--- config.mk ---
export PLATFORM = sky130hd
export DESIGN_NAME = reg_encoder_q
export DESIGN_NICKNAME = d
export VERILOG_FILES = /design/src/rtl/reg_encoder_q.sv
export SDC_FILE = /design/constraint.sdc
export NUM_CORES = 1
export LEC_CHECK = 0
export CORE_UTILIZATION = 55
export CTS_CLUSTER_DIAMETER = 120
export DETAILED_ROUTE_END_ITERATION = 7
export GPL_TIMING_DRIVEN = 0
export PLACE_DENSITY = 0.78
export SLEW_MARGIN = 30
export SYNTH_ARGS = -nofsm -noshare
export SYNTH_HDL_FRONTEND = slang
export SYNTH_SLANG_ARGS = --single-unit
--- constraint.sdc ---
create_clock -name CLK -period 11.2 [get_ports CLK]
set_input_delay 1.68 -clock CLK [delete_from_list [all_inputs] [get_ports CLK]]
set_output_delay 1.68 -clock CLK [all_outputs]
set_load 0.01 [all_outputs]
--- src/rtl/reg_encoder_q.sv ---
// Queued 16-to-4 request encoder: accumulates multi-hot register requests and
// emits them one index per handshake with wrapping round-robin priority.
module reg_encoder_q #(
   parameter int unsigned NREG = 16,
   parameter int unsigned IDXW = 4
) (
   input  logic            CLK,
   input  logic            RST_N,
   input  logic            FLUSH,
   input  logic [NREG-1:0] REQ_IN,
   output logic            OUT_VALID,
   output logic [IDXW-1:0] OUT_IDX,
   input  logic            OUT_READY,
   output logic [NREG-1:0] PEND_O,
   output logic            BUSY
);

   typedef enum logic {IDLE, PRESENT} state_t;

   state_t          r_state;
   logic [NREG-1:0] r_pend;
   logic [IDXW-1:0] r_ptr;
   logic [IDXW-1:0] r_out_idx;
   logic            r_out_valid;

   logic            w_found;
   logic [IDXW-1:0] w_pick;
   logic [IDXW-1:0] w_next_ptr;
   logic            w_load;
   logic [NREG-1:0] w_mask;
   int unsigned     w_pos;

   // First pending bit at or after r_ptr, wrapping past NREG-1 back to 0.
   always_comb begin
      w_found = 1'b0;
      w_pick  = '0;
      w_pos   = 0;
      for (int unsigned i = 0; i < NREG; i++) begin
         w_pos = (32'(r_ptr) + i) % NREG;
         if (!w_found && r_pend[w_pos[IDXW-1:0]]) begin
            w_found = 1'b1;
            w_pick  = w_pos[IDXW-1:0];
         end
      end
   end

   always_comb begin
      w_next_ptr = (w_pick == IDXW'(NREG - 1)) ? '0 : w_pick + IDXW'(1);
      w_load     = w_found && ((r_state == IDLE) || OUT_READY);
      w_mask     = w_load ? (NREG'(1) << w_pick) : '0;
   end

   always_ff @(posedge CLK or negedge RST_N) begin
      if (!RST_N) begin
         r_state     <= IDLE;
         r_pend      <= '0;
         r_ptr       <= '0;
         r_out_idx   <= '0;
         r_out_valid <= 1'b0;
      end else if (FLUSH) begin
         r_state     <= IDLE;
         r_pend      <= '0;
         r_ptr       <= '0;
         r_out_idx   <= '0;
         r_out_valid <= 1'b0;
      end else begin
         // New requests are OR'ed after the clear so a same-edge re-request survives.
         r_pend <= (r_pend & ~w_mask) | REQ_IN;
         case (r_state)
            IDLE: begin
               if (w_load) begin
                  r_out_idx   <= w_pick;
                  r_ptr       <= w_next_ptr;
                  r_out_valid <= 1'b1;
                  r_state     <= PRESENT;
               end
            end
            PRESENT: begin
               if (OUT_READY) begin
                  if (w_load) begin
                     r_out_idx <= w_pick;
                     r_ptr     <= w_next_ptr;
                  end else begin
                     r_out_valid <= 1'b0;
                     r_state     <= IDLE;
                  end
               end
            end
            default: begin
               r_out_valid <= 1'b0;
               r_state     <= IDLE;
            end
         endcase
      end
   end

   assign OUT_VALID = r_out_valid;
   assign OUT_IDX   = r_out_idx;
   assign PEND_O    = r_pend;
   assign BUSY      = r_out_valid | (|r_pend);

endmodule
### Word-level counts from Yosys, hierarchy flattened

Index checks and enable logic that the tools add are counted.

* register bits after elaboration: 26
* input port bits: 20
* output and inout port bits: 22
* word-level logic and storage cells: 165

* $add $sub $neg: 16
* magnitude comparators: 16
* equality and inequality tests: 4
* shift operators: 1
* multiplexer cells: 84
* bitwise gates (word level): 5
* reductions and logical operators: 34

Operators with widths (count)
* $mux W4: 23
* $lt A4 B5 Y1 const B: 16
* $bmux W1 S4: 16
* $mux W1: 39
* $add A4 B4 Y4 const B: 8
* $mux W16: 2
* $add A4 B3 Y4 const B: 4
* $and A16 B16 Y16: 1
* $logic_and A1 B1 Y1: 16
* $not A16 Y16: 1
* $or A16 B16 Y16: 1
* $pmux W4 S2: 2
* $reduce_or A16 Y1: 1
* $shl A1 B4 Y16 const A: 1
* $logic_not A1 Y1: 15
* $ne A3 B3 Y1 const B: 3
* $add A4 B1 Y4 const B: 2
* $add A4 B2 Y4 const B: 2
* $eq A4 B4 Y1 const B: 1
* $pmux W1 S2: 2
* $reduce_and A3 Y1: 1
* $logic_or A1 B1 Y1: 1
* $not A1 Y1: 1
* $or A1 B1 Y1: 1

### Logic depth before layout (Yosys ltp)

* word-level depth: 54
* mapped depth: 21
* depth with buffers taken out: 15

### Worst setup path after synthesis

OpenSTA, ideal clock, no wires.

* path type: flip-flop to flip-flop
* start: register r_ptr[1]
* end: register r_ptr[3]
* arrival: 4.975 ns
* setup slack: 6.092 ns
* stages on the path, launching flop included: 19
* buffers on the path: 5
* period minus slack after synthesis: 5.108 ns
* cell sequence: dfrtp_1 -> buf_4 -> buf_4 -> buf_1 -> clkinv_1 -> ha_1 -> clkbuf_1 -> buf_2 -> mux4_2 -> a2111oi_2 -> nand4_1 -> nor4_4 -> a221oi_1 -> a31oi_2 -> ha_1 -> nand3b_1 -> o221ai_1 -> o211ai_1 -> o211ai_2

* word-level cells in the longest chain between the ends: 54
* elaborated cells on any way between the ends: 117

RTL lines
* from (decl): line 22 `logic [IDXW-1:0] r_ptr;`
* from (signal assigned): line 73 `r_ptr <= w_next_ptr;`
* from (signal assigned): line 82 `r_ptr <= w_next_ptr;`
* parallel branches: the longest is 50 deep, another holds $add A4 B1 Y4
* $mux W4 *: line 71, 80
* $mux W4: line 79 `if (OUT_READY) begin`
* $pmux W4 S2 *: line 69 `case (r_state)`
* $mux W4 *: line 60 `end else if (FLUSH) begin`

Mark *: on every way between the ends. The select of a mux whose other input is x is not followed.
A chain may end at the register's enable or synchronous reset.

### Final worst setup path

Same ends and word-level chain as after synthesis.

==> results.cfg <==
[run_status]
status = complete, no violations

[sta]
layout_setup_ws_ns = 4.34
tightest_slew_ns = 0.929
worst_clock_skew_ns = 0.00815
setup_violations = 0
grt_setup_unrepaired = no
finalHoldViolations = 0
maxClockFrequency_mhz = 146
period_needed_ns = 6.86
slew_viol_final = 0
finalSetupTns_ns = 0
final_min_period_over_clock_period_pct = 61.2
timing.max_slew.rel_slack_pct = 37.6

[place]
port_buffers = 40
gpl.final_weighted_congestion = 0.991
number_of_instances_in_the_placed_design = 584
dp_worst_setup_slack_ns = 4.54
dp_hpwl_um = 10100

[floorplanning]
die_width_um = 88.1
floorplan.core_area_um2 = 7210
design.portCount = 42
rows = 31
effective_utilization_at_floorplan_pct = 56.5
chipHeight_um = 88.1
overall_die_area_um2 = 7760

[global_route]
grt_start_max_net_pins = 27
grt_first_pass_wirelength_um = 20500
grt_usage_pct = 35.2
grt_pass1_vias = 3909
grt_overflow_total = 0
antenna_found_initial = 0

[worst_setup_path]
timing.reg2reg.worst_path_depth = 17
cpLargestDelayFamily = buffers and inverters
setup.worst_path.start_class = flop
critPathSlowestCell = sky130_fd_sc_hd__xnor2_1
cp.buffers_inverters = 4
crit_chain = buf_4, buf_4, buf_1, clkinv_1, ha_1, xnor2_1, mux4_2, mux2i_1, nand4_1, nor3_2, nand3_1, a31oi_2, ha_1, nand3b_1, o221ai_1, o211ai_1, o211ai_2
critical-path-max-stage-delay_ns = 0.68
crit_fanout = 11
worst-endpoint-arrival_ns = 7.02
critical_path_class = flop to flop
critical_path.reg2reg.endpoint = r_ptr[3]$_DFFE_PN0P_
endpoint_kind = flop
crit_required_ns = 11.36
r2r_slack_ns = 4.34
reg2reg_from = r_ptr[1]$_DFFE_PN0P_

[clocking]
cts.htree.levels = 1
cts_inserted_buffers = 3
post_cts.resized_instances = 0
post_cts_hold_buffer_count = 0
clkSlewWorstSetupHoldPaths_ns = 0.10
insertion_delay_to_the_later_sink_of_the_worst_skew_pair_ns = 0.28
numClockSinks = 26
cts-root-to-sink-buffers = 2
postCtsSetupRepairBufs = 0
cts_tree = done
cts_root_buf = sky130_fd_sc_hd__clkbuf_8

[final_layout]
area.growth.synth_to_final_pct = 14.5
finalNetCount = 523
final_core_utilization_pct = 64.7
multi_input_area_um2 = 3140
fillers = 603
proportion_of_layout_cells_with_a_drive_suffix_above_1_pct = 19.8
num_antenna_cells = 0
finalNonFillerCells = 588
final-seq-area_um2 = 651

[routing]
vias_per_cell = 7.06
dr_total_vias = 4153
drt_drc_violations_left = 0
dr.pass1.iters = 5
number_of_drc_violations_after_detailed_routing_iteration_0 = 478
route.antenna.remaining_nets = 0
route.detailed.wl_per_inst_um = 22.9
drt_wl_total_um = 13500

[yosys]
postSynthCellCount = 445
synth_ff_type = sky130_fd_sc_hd__dfrtp_1
avgSynthCellArea_um2 = 9.16
mappedNetlistNets = 478
synthDistinctLibCells = 72
yosysWarnings = 0
synth_edf_count = 0
async_flop_share_pct = 100
yosysSeqAreaShare_pct = 16.0
ys_ff_latch = 26
syn-cell-area_um2 = 4080

[min_path]
holdCritStartpoint = r_state$_DFF_PN0_
holdCritPathClass = flop to flop
min_delay_path_depth = 1
endpoint_with_the_worst_hold_slack = OUT_VALID$_DFFE_PN0P_

[job]
maxCapViolations = 0
## layout by cell type, fill, tap and decap left out, types with 12 or more instances in the layout
cell type | netlist | routed
sky130_fd_sc_hd__clkbuf_1 | 19 | 19
sky130_fd_sc_hd__o21ai_0 | 13 | 13
sky130_fd_sc_hd__mux4_2 | 36 | 36
sky130_fd_sc_hd__clkdlybuf4s50_1 | 0 | 39
sky130_fd_sc_hd__inv_1 | 20 | 20
sky130_fd_sc_hd__nor2_1 | 26 | 26
sky130_fd_sc_hd__a21oi_1 | 21 | 21
sky130_fd_sc_hd__mux2i_1 | 31 | 31
sky130_fd_sc_hd__mux2_2 | 22 | 22
sky130_fd_sc_hd__nand2_1 | 44 | 44
sky130_fd_sc_hd__buf_2 | 11 | 12
sky130_fd_sc_hd__dfrtp_1 | 26 | 26
sky130_fd_sc_hd__ha_1 | 13 | 13
## logic make-up after synthesis
| kind of cell | share of synthesized area (%) |
|---|---|
| xor+xnor | 1.72 |
| buf+inv | 6.94 |
| flops | 16.0 |
| fa+ha+maj | 3.99 |
| simple gates | 18.1 |
| compound gates | 18.9 |
| mux | 34.4 |
## final cells by class
class | count | share of cell area, %
clock inverters | 1 | 0.644
flip-flops and latches | 26 | 13.9
multi-input cells | 355 | 67.3
well taps | 99 | 2.65
plain buffers | 41 | 4.16
inverters | 23 | 1.90
clock buffers | 3 | 0.885
repair buffers | 40 | 8.47
## cells in the mapped netlist, drive strengths merged (2+ instances only)
cell type  number  area share (%)
a211oi          8             1.6
clkinv          2            0.18
mux2i          31             7.6
o31ai           4            0.74
nor3b          10             1.8
nor2           26             2.4
nor4            4            0.98
ha             13             4.0
or4             2            0.37
nor2b           3            0.46
nor3            3            0.49
nand4b          2            0.80
xnor2           6             1.3
or3             3            0.46
a31oi           6             1.1
mux2           25             6.9
o21ai          20             2.5
o21ba           2            0.49
nand3b          4            0.74
nand3          10             1.2
inv            21             2.0
xor2            2            0.43
nand2          44             4.1
o221ai          2            0.43
a31o            2            0.43
dfrtp          26              16
mux4           36              20
nand4           6            0.92
nand2b          5            0.77
buf            22             3.0
a211o           3            0.64
o211ai         10             2.0
a21oi          23             3.2
clkbuf         19             1.8
a311oi          7             1.5
a22o            2            0.43
and3            4            0.61
and2            5            0.77
a221oi          4            0.86
## state kept, by name, summed over array words and instances, names as in the netlist
name / count
r_ptr: 4
OUT_VALID: 1
PEND_O: 16
OUT_IDX: 4
r_state: 1
## per-layer routing
metal	vias to the layer above	global-route usage, %	share of wire [%]
met5	-	0	0
met4	0	17.9	5.3
met3	59	4.52	9.0
met2	291	58.1	47
met1	1999	45.5	39
li1	1804	-	-
## worst max-delay path by stage
stage                                 endpoint                  from  cells after the start  slack, ns
after floorplan           r_ptr[3]$_DFFE_PN0P_  r_ptr[1]$_DFFE_PN0P_                     18       6.09
after global placement     PEND_O[7]$_DFF_PN0_  r_ptr[1]$_DFFE_PN0P_                     17       4.68
after detailed placement  r_ptr[3]$_DFFE_PN0P_  r_ptr[1]$_DFFE_PN0P_                     17       4.54
after CTS                 r_ptr[3]$_DFFE_PN0P_  r_ptr[1]$_DFFE_PN0P_                     17       4.54
after global routing       PEND_O[7]$_DFF_PN0_  r_ptr[1]$_DFFE_PN0P_                     18       4.10
final                     r_ptr[3]$_DFFE_PN0P_  r_ptr[1]$_DFFE_PN0P_                     17       4.34
## metrics by stage
step	hold slack, ns	area, µm²
6_report	0.508	4670
5_1_grt	0.513	4670
4_1_cts	0.502	4670
3_5_place_dp	0.489	4590
3_3_place_gp	0.475	4600
2_1_floorplan	0.465	4080
Power is left out: the tool's default activity adds up to more than one toggle a clock period on the data nets, which glitch-free logic cannot reach.
==> RTL change: new RTL, same flow settings <==
Make the reset (`RST_N`) synchronous in one clocked block.
--- a/src/rtl/reg_encoder_q.sv
+++ b/src/rtl/reg_encoder_q.sv
@@ -50,7 +50,7 @@
       w_mask     = w_load ? (NREG'(1) << w_pick) : '0;
    end
 
-   always_ff @(posedge CLK or negedge RST_N) begin
+   always_ff @(posedge CLK) begin
       if (!RST_N) begin
          r_state     <= IDLE;
          r_pend      <= '0;
Check against the original RTL: not settled (the Yosys comparison gave no result); the edit may change what the design does.
==> RTL change against the unedited design <==
Routed wire length down 15%. Synthesized area down 12%. First-iteration DRC count fell by 28%. Global-route usage down 1.8 points. Fmax up 17%. Largest cell class unchanged. Setup slack better by 1.0 ns. Critical path depth up 1. Sequential share of layout area decreased by 1.5 points. Design area is 10% lower. Sequential cell count unchanged.
==> RTL change: results (changes against the unedited design) <==
| Metric | Value |
|---|---|
| Dpl cell area | `0.00411 mm^2 (-11%)` |
| Seq/Total Area, Yosys | `14.4% (-1.5 points)` |
| Port Buffers | `41 (+2.5%)` |
| Distinct cell type count after synthesis | `69 (-4.2%)` |
| Top cells by count, synth | `o21ai_0, mux2i_1, a21oi_1, nand2_1, dfxtp_1` |
| Detail Placement HPWL | `8900 um (-12%)` |
| Initial DRC Count | `343 (-28%)` |
| Post-synthesis net count | `461 (-3.6%)` |
| Layout cell share with drive strength beyond 1 | `12.9% (-7.0 points)` |
| Per-cell routed wire length | `20.9 um (-8.8%)` |
| Xor and xnor area share after synthesis | `2.43% (+0.71 points)` |
| Max FO, Critical Path | `13 (+2)` |
| Largest net degree at the start of global routing | `16 (-41%)` |
| Area Growth Syn to Fin | `16.0%` |
| Met3 global-route usage | `3.18% (-1.3 points)` |
| Aggregate global-route resource usage | `33.4% (-1.8 points)` |
| Nets | `507 (-3.1%)` |
| # fillers | `558 (-7.5%)` |
| Global-route wire length before repair | `18500 um (-9.7%)` |
| Top post-synthesis cells by area | `dfxtp_1, mux4_2, mux2i_1, mux2_2, o21ai_0` |
| Number of global-route vias before repair | `3695 (-5.5%)` |
| Result of the run | `complete, no violations` |
| Async SR Flop Fraction | `0% (-100 points)` |
| Synth Area in Adders | `4.17% (+0.17 points)` |
| DIE AREA | `0.00688 mm^2 (-11%)` |
| M2 GR Usage | `54.2% (-3.9 points)` |
| Via count | `3878 (-6.6%)` |
| Post-synthesis compound-gate area fraction | `25.3% (+6.5 points)` |
| Met1 Use GR | `44.0% (-1.5 points)` |
| Least-Margin Pin Slew | `0.854 ns (-0.0756 ns)` |
| Post-synthesis mux area share | `29.3% (-5.2 points)` |
| Worst endpoint data arrival time | `6.01 ns (-1.01 ns)` |
| GP Congestion | `0.988 (-0.30%)` |
| Clk_skew | `0.00196 ns (-0.00619 ns)` |
[RTL change: cell types whose count changed after synthesis, sizes merged, moves of 12 or more]
cell / change
mux4: -15
buf: -12
dfxtp: +26
dfrtp: -26
nand2: -16
o21ai: +17
[RTL change: critical path, stage by stage, from the launching register on]
cell      delay, ns
dfxtp_1        0.43
clkbuf_1       0.39
inv_2          0.16
clkbuf_1       0.39
ha_1           0.53
buf_6          0.19
mux4_2         0.56
mux2_2         0.33
mux2_4         0.27
or4_4          0.57
nor4_4         0.35
nand3_1        0.23
a21oi_1        0.22
o32ai_2        0.19
inv_1          0.14
ha_1           0.23
inv_1          0.07
o41ai_1        0.37
a21oi_1        0.12
[RTL change: cell families after synthesis]
group,count (synthesis)
compound gates,134
simple gates,123
mux,75
buf+inv,49
flops,26
fa+ha+maj,12
xor+xnor,10
[RTL change: final timing paths]
kind                            startpoint   endpoint  slack, ns  cells after the start
worst max-delay path              r_ptr[1]  PEND_O[3]       5.35                     18
worst min-delay path               r_state  OUT_VALID       0.49                      1
worst max register to register    r_ptr[1]  PEND_O[3]       5.35                     18
worst min register to register     r_state  OUT_VALID       0.49                      1
[RTL change: through the flow]
step / instances / setup slack [ns] / util, %
6_report: 551 / 5.35 / 65.9
5_1_grt: 551 / 4.98 / 65.9
4_1_cts: 551 / 5.46 / 65.9
3_5_place_dp: 547 / 5.47 / 64.7
3_3_place_gp: 547 / 5.51 / 64.7
2_1_floorplan: 429 / 6.39 / -
[RTL change: power by group through the flow]
stage          combinational (mW)  sequential (mW)  clock (mW)
2_1_floorplan               0.792            0.135           0
3_3_place_gp                 1.05            0.136           0
3_5_place_dp                 1.07            0.137           0
4_1_cts                      1.07            0.135      0.0778
5_1_grt                      1.19            0.139      0.0825
6_report                     1.09            0.136      0.0779
[RTL change: area by class of cell]
| cell class | instances | share of cell area (%) |
|---|---|---|
| clock inverters | 1 | 0.718 |
| flip-flops and latches | 26 | 12.4 |
| well taps | 77 | 2.30 |
| clock buffers | 3 | 0.987 |
| repair buffers | 41 | 9.81 |
| inverters | 25 | 2.24 |
| plain buffers | 24 | 2.75 |
| multi-input cells | 354 | 68.7 |
[RTL change: metal layers]
metal  routed length (um)  share of wire (%)
met5                    0                  0
met4                  435                3.8
met3                  900                7.8
met2                 5460                 47
met1                 4740                 41
